## config.mk

```make
export PLATFORM = sky130hd
export DESIGN_NAME = store_buffer_flat
export DESIGN_NICKNAME = d
export VERILOG_FILES = /design/src/rtl/store_buffer_if.sv /design/src/rtl/store_buffer.sv /design/src/flat_wrapper.sv
export SDC_FILE = /design/constraint.sdc
export NUM_CORES = 1
export LEC_CHECK = 0
export BUFFER_PORTS_ARGS = -buffer_cell sky130_fd_sc_hd__buf_2
export CAP_MARGIN = 25
export CORE_MARGIN = 4
export CORE_UTILIZATION = 50
export DETAILED_ROUTE_END_ITERATION = 7
export GPL_TIMING_DRIVEN = 0
export PLACE_DENSITY = 0.71
export SYNTH_ARGS = -nofsm -noshare
export SYNTH_HDL_FRONTEND = slang
export SYNTH_SLANG_ARGS = --single-unit
```

## constraint.sdc

```tcl
create_clock -name clk -period 6.1 [get_ports clk]
set_clock_uncertainty 0.15 [all_clocks]
set_input_delay 0.305 -clock clk [delete_from_list [all_inputs] [get_ports clk]]
set_output_delay 0.305 -clock clk [all_outputs]
set_load 0.01 [all_outputs]
```

## src/rtl/store_buffer_if.sv

```systemverilog
// store_buffer_if: core store/load handshake and data-memory port of the store buffer.
interface store_buffer_if #(
    parameter int DEPTH  = 4,
    parameter int ADDR_W = 12,
    parameter int DATA_W = 64
);
    logic                    st_valid;
    logic                    st_ready;
    logic [ADDR_W-1:0]       st_addr;
    logic [DATA_W-1:0]       st_data;
    logic                    ld_valid;
    logic [ADDR_W-1:0]       ld_addr;
    logic [DATA_W-1:0]       ld_data;
    logic                    ld_fwd;
    logic [ADDR_W-1:0]       dm_address;
    logic [DATA_W-1:0]       dm_data_write;
    logic                    dm_write_enable;
    logic [DATA_W-1:0]       dm_data_read;
    logic                    empty;
    logic [$clog2(DEPTH):0]  count;

    modport slave (
        input  st_valid, st_addr, st_data, ld_valid, ld_addr, dm_data_read,
        output st_ready, ld_data, ld_fwd, dm_address, dm_data_write, dm_write_enable, empty, count
    );
    modport master (
        output st_valid, st_addr, st_data, ld_valid, ld_addr, dm_data_read,
        input  st_ready, ld_data, ld_fwd, dm_address, dm_data_write, dm_write_enable, empty, count
    );
endinterface

```

## src/rtl/store_buffer.sv

```systemverilog
// store_buffer: FIFO store queue draining to data memory, loads take priority and forward from the youngest match.
// Optional STB_COALESCE_EN: merge a store into the youngest entry when the address matches and it is not draining.
module store_buffer #(
    parameter int DEPTH  = 4,
    parameter int ADDR_W = 12,
    parameter int DATA_W = 64
) (
    input logic           clk,
    input logic           rst_n,
    store_buffer_if.slave bus
);
    localparam int PW = $clog2(DEPTH);
    localparam int CW = PW + 1;

    logic [ADDR_W-1:0] addr_q [DEPTH];
    logic [DATA_W-1:0] data_q [DEPTH];
    logic [DEPTH-1:0]  valid;
    logic [PW-1:0]     head, tail, last, widx, idx;
    logic [CW-1:0]     cnt;
    logic              drain, full, merge, wr, enq, hit;
    logic [DATA_W-1:0] fwd_data;

    assign last  = tail - 1'b1;
    assign drain = (cnt != '0) && !bus.ld_valid;
    assign full  = cnt == CW'(DEPTH);
`ifdef STB_COALESCE_EN
    // tail-1 is the draining entry only when it is the sole entry
    assign merge = bus.st_valid && valid[last] && (addr_q[last] == bus.st_addr) && !(drain && cnt == CW'(1));
`else
    assign merge = 1'b0;
`endif
    assign bus.st_ready = !full || merge;
    assign wr   = bus.st_valid && bus.st_ready;
    assign enq  = wr && !merge;
    assign widx = merge ? last : tail;

    always_ff @(posedge clk or negedge rst_n) begin
        if (!rst_n) begin
            head  <= '0;
            tail  <= '0;
            cnt   <= '0;
            valid <= '0;
        end else begin
            if (enq) begin
                valid[tail] <= 1'b1;
                tail        <= tail + 1'b1;
            end
            if (drain) begin
                valid[head] <= 1'b0;
                head        <= head + 1'b1;
            end
            cnt <= cnt + CW'(enq) - CW'(drain);
        end
    end

    always_ff @(posedge clk) begin
        if (wr) begin
            addr_q[widx] <= bus.st_addr;
            data_q[widx] <= bus.st_data;
        end
    end

    // walk oldest to youngest so the last hit is the youngest match
    always_comb begin
        hit      = 1'b0;
        fwd_data = '0;
        idx      = '0;
        for (int i = 0; i < DEPTH; i++) begin
            idx = head + PW'(i);
            if (valid[idx] && addr_q[idx] == bus.ld_addr) begin
                hit      = 1'b1;
                fwd_data = data_q[idx];
            end
        end
    end

    assign bus.ld_fwd          = bus.ld_valid && hit;
    assign bus.ld_data         = bus.ld_fwd ? fwd_data : bus.dm_data_read;
    assign bus.dm_write_enable = drain;
    assign bus.dm_address      = drain ? addr_q[head] : bus.ld_valid ? bus.ld_addr : '0;
    assign bus.dm_data_write   = drain ? data_q[head] : '0;
    assign bus.empty           = cnt == '0;
    assign bus.count           = cnt;
endmodule

```

## src/flat_wrapper.sv

```systemverilog
// flat-port wrapper written by rule: the top's interface ports become plain ports
module store_buffer_flat 
#(
    parameter int DEPTH  = 4,
    parameter int ADDR_W = 12,
    parameter int DATA_W = 64
)
  (clk, rst_n, bus_st_valid, bus_st_addr, bus_st_data, bus_ld_valid, bus_ld_addr, bus_dm_data_read, bus_st_ready, bus_ld_data, bus_ld_fwd, bus_dm_address, bus_dm_data_write, bus_dm_write_enable, bus_empty, bus_count);
  store_buffer_if #(.DEPTH(DEPTH), .ADDR_W(ADDR_W), .DATA_W(DATA_W)) bus_i ();
  input logic clk;
  input logic rst_n;
  input wire logic [$bits(bus_i.st_valid)-1:0] bus_st_valid;
  input wire logic [$bits(bus_i.st_addr)-1:0] bus_st_addr;
  input wire logic [$bits(bus_i.st_data)-1:0] bus_st_data;
  input wire logic [$bits(bus_i.ld_valid)-1:0] bus_ld_valid;
  input wire logic [$bits(bus_i.ld_addr)-1:0] bus_ld_addr;
  input wire logic [$bits(bus_i.dm_data_read)-1:0] bus_dm_data_read;
  output wire logic [$bits(bus_i.st_ready)-1:0] bus_st_ready;
  output wire logic [$bits(bus_i.ld_data)-1:0] bus_ld_data;
  output wire logic [$bits(bus_i.ld_fwd)-1:0] bus_ld_fwd;
  output wire logic [$bits(bus_i.dm_address)-1:0] bus_dm_address;
  output wire logic [$bits(bus_i.dm_data_write)-1:0] bus_dm_data_write;
  output wire logic [$bits(bus_i.dm_write_enable)-1:0] bus_dm_write_enable;
  output wire logic [$bits(bus_i.empty)-1:0] bus_empty;
  output wire logic [$bits(bus_i.count)-1:0] bus_count;
  assign bus_i.st_valid = bus_st_valid;
  assign bus_i.st_addr = bus_st_addr;
  assign bus_i.st_data = bus_st_data;
  assign bus_i.ld_valid = bus_ld_valid;
  assign bus_i.ld_addr = bus_ld_addr;
  assign bus_i.dm_data_read = bus_dm_data_read;
  assign bus_st_ready = bus_i.st_ready;
  assign bus_ld_data = bus_i.ld_data;
  assign bus_ld_fwd = bus_i.ld_fwd;
  assign bus_dm_address = bus_i.dm_address;
  assign bus_dm_data_write = bus_i.dm_data_write;
  assign bus_dm_write_enable = bus_i.dm_write_enable;
  assign bus_empty = bus_i.empty;
  assign bus_count = bus_i.count;
  store_buffer #(.DEPTH(DEPTH), .ADDR_W(ADDR_W), .DATA_W(DATA_W)) u_core (.clk(clk), .rst_n(rst_n), .bus(bus_i));
endmodule
```

Word-level counts from Yosys, hierarchy flattened
Memories as Yosys holds them, arrays and structs flattened.
Index checks and enable logic that the tools add are counted.

storage, ports and cells
  register bits after elaboration = 11
  RAM bits = 304
  bits of input ports = 156
  logic and storage cells = 68
  memories kept = 2

memory list
  memory         depth  width  read ports  clocked after memory_dff  wr ports  RTL line            source
  u_core.data_q  4      64     4           0                         1         store_buffer.sv:16  logic [DATA_W-1:0] data_q [DEPTH];
  u_core.addr_q  4      12     4           0                         1         store_buffer.sv:15  logic [ADDR_W-1:0] addr_q [DEPTH];

cells by class
  add/subtract/negate cells = 6
  magnitude comparators = 7
  eq/ne operators = 5
  muxes and demuxes = 28
  bitwise operators = 3
  reduce and logical (&&, ||, !) cells = 13

operator list
  kind                                                                                 number
  64-bit two-way mux                                                                   6
  12-bit == test                                                                       4
  12-bit two-way mux                                                                   2
  2-bit by 3-bit < comparator with 1-bit output, second input constant                 5
  1-bit two-way mux                                                                    12
  1-bit logical AND                                                                    9
  1-bit binary-select mux with 2-bit select                                            4
  4-bit two-way mux                                                                    2
  2-bit by 1-bit adder with 2-bit output, second input constant                        2
  2-bit adder, second input constant                                                   2
  4-bit bitwise AND                                                                    1
  1-bit demux with 2-bit select                                                        2
  2-bit by 1-bit greater-or-equal comparator with 1-bit output, second input constant  2
  4-bit inverter                                                                       1
  4-bit OR                                                                             1
  3-bit by 1-bit adder with 3-bit output                                               1
  3-bit == test, second input constant                                                 1
  3-bit logical NOT                                                                    1
  3-bit nonzero test                                                                   1
  3-bit by 1-bit subtractor with 3-bit output                                          1
  1-bit logical NOT                                                                    2

Logic depth before layout (Yosys ltp)
  depth after elaboration = 9
  gate-level depth with buffers = 22
  mapped depth without buffers = 10

Worst setup path before layout
OpenSTA, ideal clock, no wires.

  kind = reg-to-output
  from = reg u_core.head[1]
  to = out bus_ld_data[10]
  data arrival time = 5.178 ns
  data required time = 5.645 ns
  slack = 0.467 ns
  cell stages (with the launch flop) = 22
  path buffers = 11
  path through = dfrtp_1 -> buf_2 -> buf_2 -> buf_4 -> buf_2 -> buf_1 -> clkbuf_1 -> inv_1 -> ha_1 -> buf_6 -> buf_6 -> buf_6 -> mux4_2 -> xor2_1 -> a2111oi_2 -> o211ai_1 -> or4_1 -> a41oi_2 -> buf_6 -> buf_6 -> nor2_1 -> a31oi_1

on the way
  cells in the longest elaborated chain, start to end = 9

ends and longest elaborated chain
  element                                                         RTL line            source
  start: declaration                                              store_buffer.sv:18  logic [PW-1:0] head, tail, last, widx, idx;
  start signal: assignment                                        store_buffer.sv:50  head <= head + 1'b1;
  2-bit by 1-bit adder with 2-bit output (tied with other cells)  store_buffer.sv:69  idx = head + PW'(i);
  memory 4 x 12 bit (tied with other cells)                       --
  12-bit == test (tied with other cells)                          store_buffer.sv:70  if (valid[idx] && addr_q[idx] == bus.ld_addr) begin
  1-bit logical AND / 1-bit two-way mux (equally long branches)   store_buffer.sv:70
  1-bit two-way mux (3 in series)                                 store_buffer.sv:70
  1-bit logical AND                                               store_buffer.sv:77  assign bus.ld_fwd = bus.ld_valid && hit;
  64-bit two-way mux (*)                                          store_buffer.sv:78  assign bus.ld_data = bus.ld_fwd ? fwd_data : bus.dm_data_read;
  end: declaration                                                flat_wrapper.sv:19  output wire logic [$bits(bus_i.ld_data)-1:0] bus_ld_data;

Every way passes the cells marked *; elsewhere a longest branch is shown, timed or not. The select of a mux whose other input is x is not followed.

Final worst setup path
  from = reg u_core.head[1]
  to = out bus_ld_data[63]

The elaborated chain is that of the path after synthesis.

==> results_dict.tcl <==
set metrics [dict create \
    endpoint_type_of_the_worst_setup_path "output port" \
    final_area_um2 26100 \
    critical_path_class "reg -> out" \
    port_buffers 290 \
    gp_routability_congestion 0.8840 \
    r2r_cells 13 \
    worst_path_required_ns 5.64 \
    layout_commonest_cell "sky130_fd_sc_hd__buf_2" \
    placementRows 75 \
    cts.sinks 315 \
    max-clock-path-buffers 3 \
    r2r-start "u_core.head[1]" \
    post_route_cells_drive_above_1_share_pct 38.25 \
    cpMaxStageDelayCell "sky130_fd_sc_hd__mux4_2" \
    most_common_cell_on_crit_path "sky130_fd_sc_hd__buf_6" \
    die-width_um 216.0 \
    numCtsBuffers 35 \
    critPathArrivalTime_ns 5.58 \
    fraction_of_synthesized_cell_area_taken_by_the_top_area_cell_type_pct 42.19 \
    grt_remaining_overflow 0 \
    dr.pass1.iters 8 \
    finalMaxSlewViolations 0 \
    setup_viol 0 \
    critPathMaxFanout 19 \
    syn_area_um2 21640 \
    dp_hpwl_um 46750 \
    most-common-layout-cells "sky130_fd_sc_hd__buf_2 (313), sky130_fd_sc_hd__edfxtp_1 (304), sky130_fd_sc_hd__mux4_2 (292)" \
    synth_top_cell_by_area "sky130_fd_sc_hd__edfxtp_1" \
    chip_height_um 216.0 \
    die_area_um2 46660 \
    synth_edf_count 304 \
    cts_tree "done" \
    post_synthesis_instance_total 1480 \
    routed-via-count 16640 \
    tightest_slew_ns 0.9902 \
    finalWorstPathRequiredPeriod_ns 6.035 \
    path_cells "buf_6 -> buf_6 -> buf_16 -> inv_1 -> ha_1 -> buf_6 -> buf_12 -> mux4_2 -> xor2_1 -> a2111oi_2 -> o211ai_1 -> or4_1 -> a41oi_4 -> buf_4 -> buf_2 -> nor2_1 -> a31oi_1 -> buf_2" \
    holdCritPathClass "in -> async" \
    max_clock_freq_mhz 165.7 \
    ys_top_cells_by_area "sky130_fd_sc_hd__edfxtp_1 (42%), sky130_fd_sc_hd__mux4_2 (30%), sky130_fd_sc_hd__nand2b_1 (3.7%)" \
    number_of_antenna_violations_at_the_first_check_in_global_routing 4 \
    drv.max_cap_violation_count 0 \
    route.final.wire_length_um 68590 \
    pwr_density_cell_nw_per_um2 467.5 \
    vias_per_cell 6.658 \
    worst_r2r_endpoint "u_core.head[1]" \
    synthToLayoutAreaGrowth_pct 20.62 \
    mappedNetlistNets 1647 \
    grt_pass1_wl_um 103000 \
    final.period_utilization_pct 98.93 \
    totalNegativeSetupSlack_ns 0 \
    timing.final.hold_violations 0 \
    power.ir.vdd_worst_mv 0.2958 \
    yosys.cell_types.count 53 \
    worst_skew_pair.late_latency_ns 0.53 \
    global_route.usage.total_pct 28.85 \
    critical_path_buf_inv_count 9 \
    post-route-worst-setup-slack_ns 0.06549 \
    ys_warnings 0 \
    synth-async-reset-ratio_pct 3.492 \
    vias_in_the_first_global_route 17100 \
    timing.critical_path.from "u_core.head[1]" \
    status "finished, final reports clean" \
    place_worst_setup_slack_ns -1.918 \
    remaining_drc_errors 0 \
    synth-main-ff-cell "sky130_fd_sc_hd__edfxtp_1" \
    average_cell_area_after_synthesis_um2 14.62 \
    timing.critical_path.slowest_cell_delay_ns 0.52 \
    grt_start_max_net_pins 51 \
    initialDrtViolationCount 1758 \
    cp-endpoint "bus_ld_data[63]" \
    coreArea_um2 42320 \
    cts-root-buf "sky130_fd_sc_hd__clkbuf_16" \
    synth.ff_latch_count 315 \
    placed_area_um2 23940 \
    timing.critical_path.max_delay_family "buffers and inverters" \
    critical_path.startpoint_type "flop" \
    ant_nets 0 \
    wire_per_inst_um 27.44 \
    initial_utilization_pct 51.12 \
    cts.htree.levels 2 \
    finalNetCount 2062 \
    cts.clk_slew.worst_paths_ns 0.06 \
    setup.reg_to_reg.worst_slack_ns 1.77 \
    timing.max_slew.rel_slack_pct 33.99 \
    depth_of_the_critical_timing_path_with_buffers_and_inverters_included 18 \
    ioPinCount 303 \
    leakage_nw 8.873 \
    seq_area_frac_synth_pct 43.47 \
]
-- metal layers --
layer | GRT usage (%) | part of all wire [%]
met5 | 0 | 0.019
met4 | 11.46 | 4.1
met3 | 6.315 | 11
met2 | 47.52 | 49
met1 | 37.73 | 37
-- logic make-up (layout without fill, tap and decap cells) --
kind of cell	count (synthesis)	in the layout	synth area share (%)
AO/OA/AOI/OAI	171	171	6.061
XOR/XNOR	48	48	1.943
adder cells (fa/ha/maj)	11	11	0.6708
buffers and inverters	167	606	3.742
flip-flops	315	315	43.47
multiplexers	327	327	32.05
other	0	3	0
AND/OR/NAND/NOR	441	441	12.07
-- worst min path at each step --
stage | end | start | depth (start not counted)
finish | u_core.bus.count[0] | rst_n | 2
global route | u_core.bus.count[1] | rst_n | 2
CTS | u_core.bus.count[0] | rst_n | 2
detailed placement | u_core.bus.count[0] | rst_n | 1
global placement | u_core.bus.count[0] | rst_n | 1
floorplan | u_core.bus.count[0] | rst_n | 0
-- cell usage after synthesis (7+ instances only) --
library cell,n
sky130_fd_sc_hd__a22o_1,7
sky130_fd_sc_hd__a31oi_1,66
sky130_fd_sc_hd__and2_1,128
sky130_fd_sc_hd__buf_1,25
sky130_fd_sc_hd__buf_2,35
sky130_fd_sc_hd__buf_4,10
sky130_fd_sc_hd__buf_6,12
sky130_fd_sc_hd__clkbuf_1,72
sky130_fd_sc_hd__dfrtp_1,11
sky130_fd_sc_hd__edfxtp_1,304
sky130_fd_sc_hd__ha_1,10
sky130_fd_sc_hd__inv_1,11
sky130_fd_sc_hd__mux2i_1,29
sky130_fd_sc_hd__mux4_2,292
sky130_fd_sc_hd__nand2_1,22
sky130_fd_sc_hd__nand2b_1,129
sky130_fd_sc_hd__nor2_1,73
sky130_fd_sc_hd__nor3b_1,64
sky130_fd_sc_hd__o21ai_0,9
sky130_fd_sc_hd__o311ai_0,54
sky130_fd_sc_hd__o311ai_1,10
sky130_fd_sc_hd__xnor2_1,35
sky130_fd_sc_hd__xor2_1,13
-- report_power, final --
group          switching, W  total (W)  internal, W  leakage, nW
logic               0.00331    0.00688      0.00357         5.42
clock network      0.000866    0.00209      0.00123        0.542
registers          0.000344    0.00323      0.00288         2.91
-- registers in the layout (all words and copies together) (netlist names) --
name,flops
u_core.tail,2
u_core.addr_q,48
u_core.bus.count,3
u_core.head,2
u_core.valid,4
u_core.data_q,256
-- cell type report --
cell class | instances | area (µm²)
multi-input combinational | 998 | 11490
tap | 577 | 721.9
clock buffer | 41 | 898.4
buffer | 151 | 842.1
timing repair buffer | 382 | 2480
inverter | 12 | 45.04
clock inverter | 20 | 211.5
fill | 3252 | 16220
sequential | 315 | 9405
antenna | 3 | 7.507
-- per-stage QoR --
| stage | utilization (%) | hold WS, ns | std cells | total power, W |
|---|---|---|---|---|
| 2_1_floorplan | - | -0.1406 | 1480 | 0.008179 |
| 3_3_place_gp | 56.26 | 0.04363 | 2347 | 0.009873 |
| 3_5_place_dp | 56.56 | 0.04721 | 2351 | 0.009953 |
| 4_1_cts | 61.34 | 0.02214 | 2491 | 0.01212 |
| 5_1_grt | 61.66 | 0.05462 | 2499 | 0.01278 |
| 6_report | 61.66 | 0.03945 | 2499 | 0.01220 |
-- what timing repair did --
item	in CTS	in global routing
gates cloned	2	0
endpoints found under the hold margin	315	0
setup endpoints to repair	66	63
hold buffers	77	0
pin swaps	4	2
resized for setup	40	32
setup buffers	4	1
Power figures use the tool's default switching activity.
